===== src/rtl/game_step_controller.sv =====
// Game of Life step controller.
// Conditions the two board buttons (synchronise, debounce, edge detect) and
// turns them into the grid's step_game / rst_game pulses. Button 0 toggles
// RUN/PAUSE on a short press and reloads the grid on a long hold; button 1
// single-steps while paused or cycles through four speeds while running.
module game_step_controller #(
  parameter int BASE_DIV      = 23,
  parameter int DEBOUNCE_BITS = 16,
  parameter int HOLD_BITS     = 24
) (
  input  logic       clk,
  input  logic       rst,
  input  logic [1:0] buttons,
  output logic       step_game,
  output logic       rst_game,
  output logic       running,
  output logic [1:0] speed
);

  typedef enum logic {
    PAUSE = 1'b0,
    RUN   = 1'b1
  } state_t;

  localparam logic [DEBOUNCE_BITS-1:0] DEB_MAX  = '1;
  localparam logic [DEBOUNCE_BITS-1:0] DEB_ONE  = DEBOUNCE_BITS'(1);
  localparam logic [HOLD_BITS-1:0]     HOLD_MAX = '1;
  localparam logic [HOLD_BITS-1:0]     HOLD_ONE = HOLD_BITS'(1);
  localparam logic [HOLD_BITS-1:0]     HOLD_ARM = HOLD_MAX - HOLD_ONE;
  localparam logic [BASE_DIV-1:0]      TICK_ALL = '1;
  localparam logic [BASE_DIV-1:0]      TICK_ONE = BASE_DIV'(1);

  state_t                   state;
  logic [1:0]               sync_a;
  logic [1:0]               sync_b;
  logic [DEBOUNCE_BITS-1:0] deb_cnt [2];
  logic [1:0]               deb_level;
  logic [1:0]               deb_level_q;
  logic [1:0]               press_evt;
  logic [1:0]               release_evt;
  logic [HOLD_BITS-1:0]     hold_cnt;
  logic                     hold_active;
  logic [BASE_DIV-1:0]      tick_cnt;
  logic [BASE_DIV-1:0]      tick_max;
  logic                     long_fire;
  logic                     short_release;

  // Faster speeds halve the tick period, so the terminal count shrinks by one bit per step.
  assign tick_max = TICK_ALL >> speed;

  // Long press fires on the cycle the hold counter reaches its top value with the button still down.
  assign long_fire = hold_active && deb_level[0] && (hold_cnt == HOLD_ARM);

  // A release counts as a short press only if the long-hold reset has not already fired.
  assign short_release = release_evt[0] && hold_active && (hold_cnt != HOLD_MAX);

  assign running = (state == RUN);

  // Two-flop synchroniser for the asynchronous pushbuttons.
  always_ff @(posedge clk or negedge rst) begin
    if (!rst) begin
      sync_a <= '0;
      sync_b <= '0;
    end else begin
      sync_a <= buttons;
      sync_b <= sync_a;
    end
  end

  // Debounce: the level only flips once the synced input has disagreed with it long enough.
  always_ff @(posedge clk or negedge rst) begin
    if (!rst) begin
      for (int i = 0; i < 2; i++) begin
        deb_cnt[i] <= '0;
      end
      deb_level <= '0;
    end else begin
      for (int i = 0; i < 2; i++) begin
        if (sync_b[i] == deb_level[i]) begin
          deb_cnt[i] <= '0;
        end else if (deb_cnt[i] == DEB_MAX) begin
          deb_level[i] <= ~deb_level[i];
          deb_cnt[i]   <= '0;
        end else begin
          deb_cnt[i] <= deb_cnt[i] + DEB_ONE;
        end
      end
    end
  end

  // Registered one-cycle press and release events from the debounced levels.
  always_ff @(posedge clk or negedge rst) begin
    if (!rst) begin
      deb_level_q <= '0;
      press_evt   <= '0;
      release_evt <= '0;
    end else begin
      deb_level_q <= deb_level;
      press_evt   <= deb_level & ~deb_level_q;
      release_evt <= ~deb_level & deb_level_q;
    end
  end

  // Button 0 hold timer: restarts on each press and saturates so a long hold fires only once.
  always_ff @(posedge clk or negedge rst) begin
    if (!rst) begin
      hold_active <= 1'b0;
      hold_cnt    <= '0;
    end else if (press_evt[0]) begin
      hold_active <= 1'b1;
      hold_cnt    <= '0;
    end else if (release_evt[0]) begin
      hold_active <= 1'b0;
    end else if (hold_active && deb_level[0] && (hold_cnt != HOLD_MAX)) begin
      hold_cnt <= hold_cnt + HOLD_ONE;
    end
  end

  // RUN/PAUSE state, speed, tick divider and the two output pulses, highest priority first.
  always_ff @(posedge clk or negedge rst) begin
    if (!rst) begin
      state     <= PAUSE;
      speed     <= 2'd0;
      tick_cnt  <= '0;
      step_game <= 1'b0;
      rst_game  <= 1'b0;
    end else begin
      step_game <= 1'b0;
      rst_game  <= 1'b0;
      if (long_fire) begin
        rst_game <= 1'b1;
        state    <= PAUSE;
        tick_cnt <= '0;
      end else if (short_release) begin
        state    <= (state == RUN) ? PAUSE : RUN;
        tick_cnt <= '0;
      end else if (press_evt[1]) begin
        if (state == PAUSE) begin
          step_game <= 1'b1;
        end else begin
          speed    <= speed + 2'd1;
          tick_cnt <= '0;
        end
      end else if (state == RUN) begin
        if (tick_cnt == tick_max) begin
          step_game <= 1'b1;
          tick_cnt  <= '0;
        end else begin
          tick_cnt <= tick_cnt + TICK_ONE;
        end
      end else begin
        tick_cnt <= '0;
      end
    end
  end

endmodule


===== config.mk =====
export PLATFORM = sky130hd
export DESIGN_NAME = game_step_controller
export DESIGN_NICKNAME = d
export VERILOG_FILES = /design/src/rtl/game_step_controller.sv
export SDC_FILE = /design/constraint.sdc
export NUM_CORES = 1
export LEC_CHECK = 0
export BUFFER_PORTS_ARGS = -buffer_cell sky130_fd_sc_hd__buf_2
export CAP_MARGIN = 20
export CORE_MARGIN = 2
export CORE_UTILIZATION = 42
export DETAILED_ROUTE_END_ITERATION = 16
export PLACE_DENSITY_LB_ADDON = 0.2
export SLEW_MARGIN = 20
export SYNTH_ARGS = -nofsm -noshare
export SYNTH_HDL_FRONTEND = slang
export SYNTH_SLANG_ARGS = --single-unit

===== constraint.sdc =====
create_clock -name clk -period 2.95 [get_ports clk]
set_input_delay 0.295 -clock clk [delete_from_list [all_inputs] [get_ports clk]]
set_output_delay 0.295 -clock clk [all_outputs]
set_load 0.02 [all_outputs]

# == Word-level counts from Yosys, hierarchy flattened ==
# Cells that the tools add are included.
# classes
add_sub_neg,5
n_eq_ne,9
shifts,1
mux,24
bitwise_logic,10
reduce_logical,12
# op_table
operator,n
$mux 23,6
$mux 24,3
$mux 16,4
$add 16x1->16 const B,2
$eq 16x16->1 const B,2
$add 24x1->24 const B,1
$eq 24x24->1 const B,1
$ne 24x24->1 const B,1
$add 23x1->23 const B,1
$eq 23x23->1,1
$shr 23x2->23 const A,1
$mux 1,11
$not 1->1,7
$reduce_and 2->1,3
$reduce_bool 2->1,3
$logic_and 1x1->1,5
$ne 4x2->1 const B,1
$reduce_and 4->1,1
$add 2x1->2 const B,1
$and 2x2->2,1
$eq 1x1->1,2
$ne 2x2->1 const B,1
$not 2->2,1
$and 1x1->1,1
# totals
reg_bits,96
out_inout_bits,5
wordCells,77

# == Depth between registers and ports, before layout ==
# logic_depth
depth_word,7
mapped_depth,8
ltp_nobuf,7

# == Worst setup path before layout ==
# No wires, ideal clock.
# synth_timing
path_type,register to register
from,reg speed[0]
to,reg tick_cnt[2]
arrival_ps,2125
slack_ps,706
path_stages_with_launch,8
path_cell_list,dfrtp_1 -> inv_1 -> ha_1 -> xor2_1 -> nor3_1 -> a31oi_1 -> a32o_1 -> nor2b_1
# synth_via
elab_chain_cells,7
# synth_rtl
item,line,text
start: declaration,17,output logic [1:0] speed
start signal: assignment,141,speed <= speed + 2'd1;
$shr 23x2->23,49,assign tick_max = TICK_ALL >> speed;
$eq 23x23->1,145,if (tick_cnt == tick_max) begin
$mux 23,145,
$mux 23,144,end else if (state == RUN) begin
$mux 23,137,end else if (press_evt[1]) begin
$mux 23,134,end else if (short_release) begin
$mux 23,130,if (long_fire) begin
end signal: assignment,149,tick_cnt <= tick_cnt + TICK_ONE;
end: declaration,43,logic [BASE_DIV-1:0] tick_cnt;
# Every way passes these cells.
# A chain may end at the register's enable or synchronous reset.

# == Worst setup path after layout ==
# layout_timing
from,reg hold_cnt[0]
to,reg speed[1]
# layout_via
elab_chain_cells,4
elab_cells_between_ends,7
classes_between,eq/ne (2); bitwise (2); reduce/logical (3)
# layout_rtl
item,line,text
start: declaration,41,logic [HOLD_BITS-1:0] hold_cnt;
start signal: assignment,115,hold_cnt <= hold_cnt + HOLD_ONE;
$ne 24x24->1 or $eq 24x24->1 (tied branches),"55, 52",
$logic_and 1x1->1 (on tied branches),"55, 52",
$not 1->1 (no line),n/a,
$reduce_and 4->1 (no line) (*),n/a,
# Mark *: on every way between the ends. The rest lies on a longest branch, timed or not.

==> summary.log <==
[run_status] run status finished, violations left
[run_status] violations in the final reports hold timing
[die] Std-Cell Core Area 11400 µm²
[detailed_routing] DRC errors left 0
[timing] final critical path time including I/O delays and setup 2.40 ns
[pwr] peak supply drop 0.387 mV
[setup_path] cell with the largest stage delay on the worst path o211ai_1
[timing] top achievable clock speed 0.417 GHz
[pwr] power density of the placed cells 472 nW/µm²
[yosys] syn_nets 528
[yosys] number of enable flip-flop cells after synthesis 0
[setup_path] total number of cells along the worst setup path 6
[yosys] most area-consuming cells after synthesis dfrtp_1 49%, nor2_1 4.8%, xnor2_1 4.8%, xor2_1 4.3%, nand2_1 3.3%
[setup_path] dominant delay contributor by cell family on the critical path simple AND/OR/NAND/NOR gates
[setup_path] WP data required 3.18 ns
[die] Die Area 12500 µm²
[cells_and_area] net count reported at finish 535
[place] Cells after DPL 656
[cells_and_area] signed area change from the synthesized netlist to the final layout 10.3%
[clocking] clock transition at the register clock pins on the worst setup and hold paths after CTS 0.06 ns
[clocking] worst skew pair latency 0.35 ns
[cells_and_area] leading cell type in the layout, fill and taps excluded dfrtp_1
[place] last weighted congestion value of the routability-driven placer 0.841
[timing] relative slew slack 46.0%
[setup_path] sequence of cells on the critical path ha_1, and4_1, nand3_1, o211ai_1, nand4_1, mux2_2
[timing] actual transition at the worst max-transition pin 0.810 ns
[hold_path] HP Class in2async
[flow_run] max-cap violations 0
[detailed_routing] via count 3795
[die] starting density of the core 42.9%
[yosys] sequential element share of the synthesized area 49.0%
[detailed_routing] router iterations before antenna repair 4
[timing] setup repair after global routing missed its margin false
[pwr] static leakage power 2.30 nW
[global_routing] antenna violations before repair 0
[global_routing] total global routing overflow 0
[pwr] overall power 0.00255 W
[yosys] distinct cell type count of the synthesized netlist 48
[detailed_routing] Iteration-0 DRC Markers 216
[clocking] maximum number of buffers from clock root to sink 2
[clocking] clock tree from TritonCTS yes
[yosys] area of the mapped netlist 4900 µm²
[timing] Period Utilization, post-route 81.3%
[setup_path] startpoint of the worst register-to-register path hold_cnt[0]
[detailed_routing] number of nets with antenna violations after detailed routing 0
[yosys] top cell type by total area after synthesis dfrtp_1
[yosys] ys flop type dfrtp_1
[place] placed wire-length estimate 6490 µm
[setup_path] CP endpoint speed[1]
[detailed_routing] via/cell ratio 5.66
[die] number of rows created at floorplan 39
[global_routing] largest net degree at the start of global routing 86
[cells_and_area] fraction of final layout cells with drive strength greater than 1 8.14%
[yosys] area fraction of the dominant cell type after synthesis 49.0%
[timing] final setup fails 0
[clocking] cell at the root of the clock tree clkbuf_16
[global_routing] number of global-route vias before repair 3734
[clocking] Post-CTS Resized 0
[timing] setup TNS 0 ns
[yosys] average cell area after synthesis 9.48 µm²
[cells_and_area] filler instances 1110
[die] chip width 112 µm
[yosys] count of yosys warnings during synthesis 0
[setup_path] crit start category flop
[detailed_routing] final WL 9800 µm
[setup_path] launching element of the worst setup path hold_cnt[0]
[die] I/O pins 9
[yosys] Seq cells post-synth 96
[clocking] CTS HTree Levels 3
[cells_and_area] commonest cells after routing, fill and taps aside 96 x dfrtp_1, 63 x nor2_1, 43 x nand2_1
[clocking] number of buffers inserted by hold repair at cts 0
[setup_path] Worst Path Max Fanout 7
[cells_and_area] antenna fix cells 0
[die] Die H 112 µm
[place] Port Buffer Count 8
[yosys] proportion of synthesized flip-flops having asynchronous set or reset 100%
[clocking] Num Clock Sinks 96
[timing] Pins Over Slew Limit 0
[global_routing] Global Route Usage Sum 16.7%
[setup_path] delay of the slowest cell on the worst path 0.53 ns
[timing] minimum hold slack -0.00951 ns
[setup_path] setup slack, reg-to-reg 0.55 ns
[clocking] number of setup buffers added after CTS 0
[setup_path] buffer and inverter count on the worst path 0
[setup_path] number of cell instances on the worst register-to-register path 6
[timing] final setup skew 0.00635 ns
[yosys] post-synthesis instance total 517
[clocking] CTS Buf Count 9
[setup_path] WS Path Type reg2reg
[detailed_routing] detailed-route wire length per cell 14.6 µm
[setup_path] Arr. time, crit path 2.63 ns
[setup_path] kind of end point of the critical path flop
[timing] Final Hold Violating Endpoints 9
[global_routing] global-route wire length before repair 17300 µm
[cells_and_area] fin cells 671
[setup_path] endpoint of the worst-slack reg-to-reg timing path speed[1]
## Yosys cell counts, drive strengths merged, types with 9 or more instances
cell type,n
and3,11
dfrtp,96
nand2,44
nand3,32
a21oi,30
nand4,22
nor3,10
o21ai,12
inv,14
and4,11
xnor2,27
or4,12
nor2,63
a31oi,9
xor2,24
clkbuf,16
## layout make-up
| class | instances | area [µm²] | share of cell area, % |
|---|---|---|---|
| Clock inverter | 4 | 55.1 | 1.02 |
| Inverter | 14 | 52.6 | 0.972 |
| Sequential cell | 96 | 2400 | 44.4 |
| Timing Repair Buffer | 18 | 121 | 2.24 |
| Tap cell | 143 | 179 | 3.31 |
| Clock buffer | 11 | 243 | 4.49 |
| Multi-Input combinational cell | 385 | 2350 | 43.5 |
## how the worst min path moves through the flow
stage	cells past startpoint	startpoint	end
3_5_place_dp	0	sync_a[1]	sync_b[1]
3_3_place_gp	0	sync_a[1]	sync_b[1]
6_report	1	rst	hold_cnt[5]
2_1_floorplan	0	rst	deb_cnt[0]
4_1_cts	1	buttons[0]	sync_a[0]
5_1_grt	1	buttons[0]	sync_a[0]
## metrics by stage
stage          instance area (µm²)  worst slack, ns  utilization (%)
6_report                      5410            0.553             47.4
4_1_cts                       5400            0.570             47.3
5_1_grt                       5410            0.302             47.4
3_3_place_gp                  5110            0.678             44.7
2_1_floorplan                 4900            0.706                -
3_5_place_dp                  5110            0.589             44.7
## per-layer routing
metal	vias up	wire, µm	global-route usage, %	part of all wire (%)
li1	1874	-	-	-
met1	1857	4810	23.0	49
met2	54	4530	25.8	46
met3	10	317	3.89	3.2
met4	0	136	6.75	1.4
met5	-	0	0	0
## power by group
part	switching (W)	internal (W)
registers	0.00000795	0.00133
clock network	0.000491	0.000679
logic	0.0000372	0.0000122
total	0.000536	0.00202
## registers in the layout (all words and copies together), names as in the netlist
| name | flops |
|---|---|
| deb_cnt | 32 |
| deb_level | 2 |
| deb_level_q | 2 |
| hold_active | 1 |
| hold_cnt | 24 |
| press_evt | 2 |
| release_evt | 1 |
| rst_game | 1 |
| running | 1 |
| speed | 2 |
| step_game | 1 |
| sync_a | 2 |
| sync_b | 2 |
| tick_cnt | 23 |
## cell families (layout without fill, tap and decap cells)
logic type / Yosys count / count (layout) / share of synthesized area [%]
xor gates and xnor gates: 51 / 51 / 9.11
buffers and inverters: 36 / 47 / 2.94
muxes: 4 / 4 / 0.894
and+or+nand+nor: 242 / 242 / 25.9
adders and majority gates: 7 / 7 / 1.79
AOI/OAI and AO/OA: 81 / 81 / 10.4
DFF: 96 / 96 / 49.0
Power figures use the tool's default switching activity.
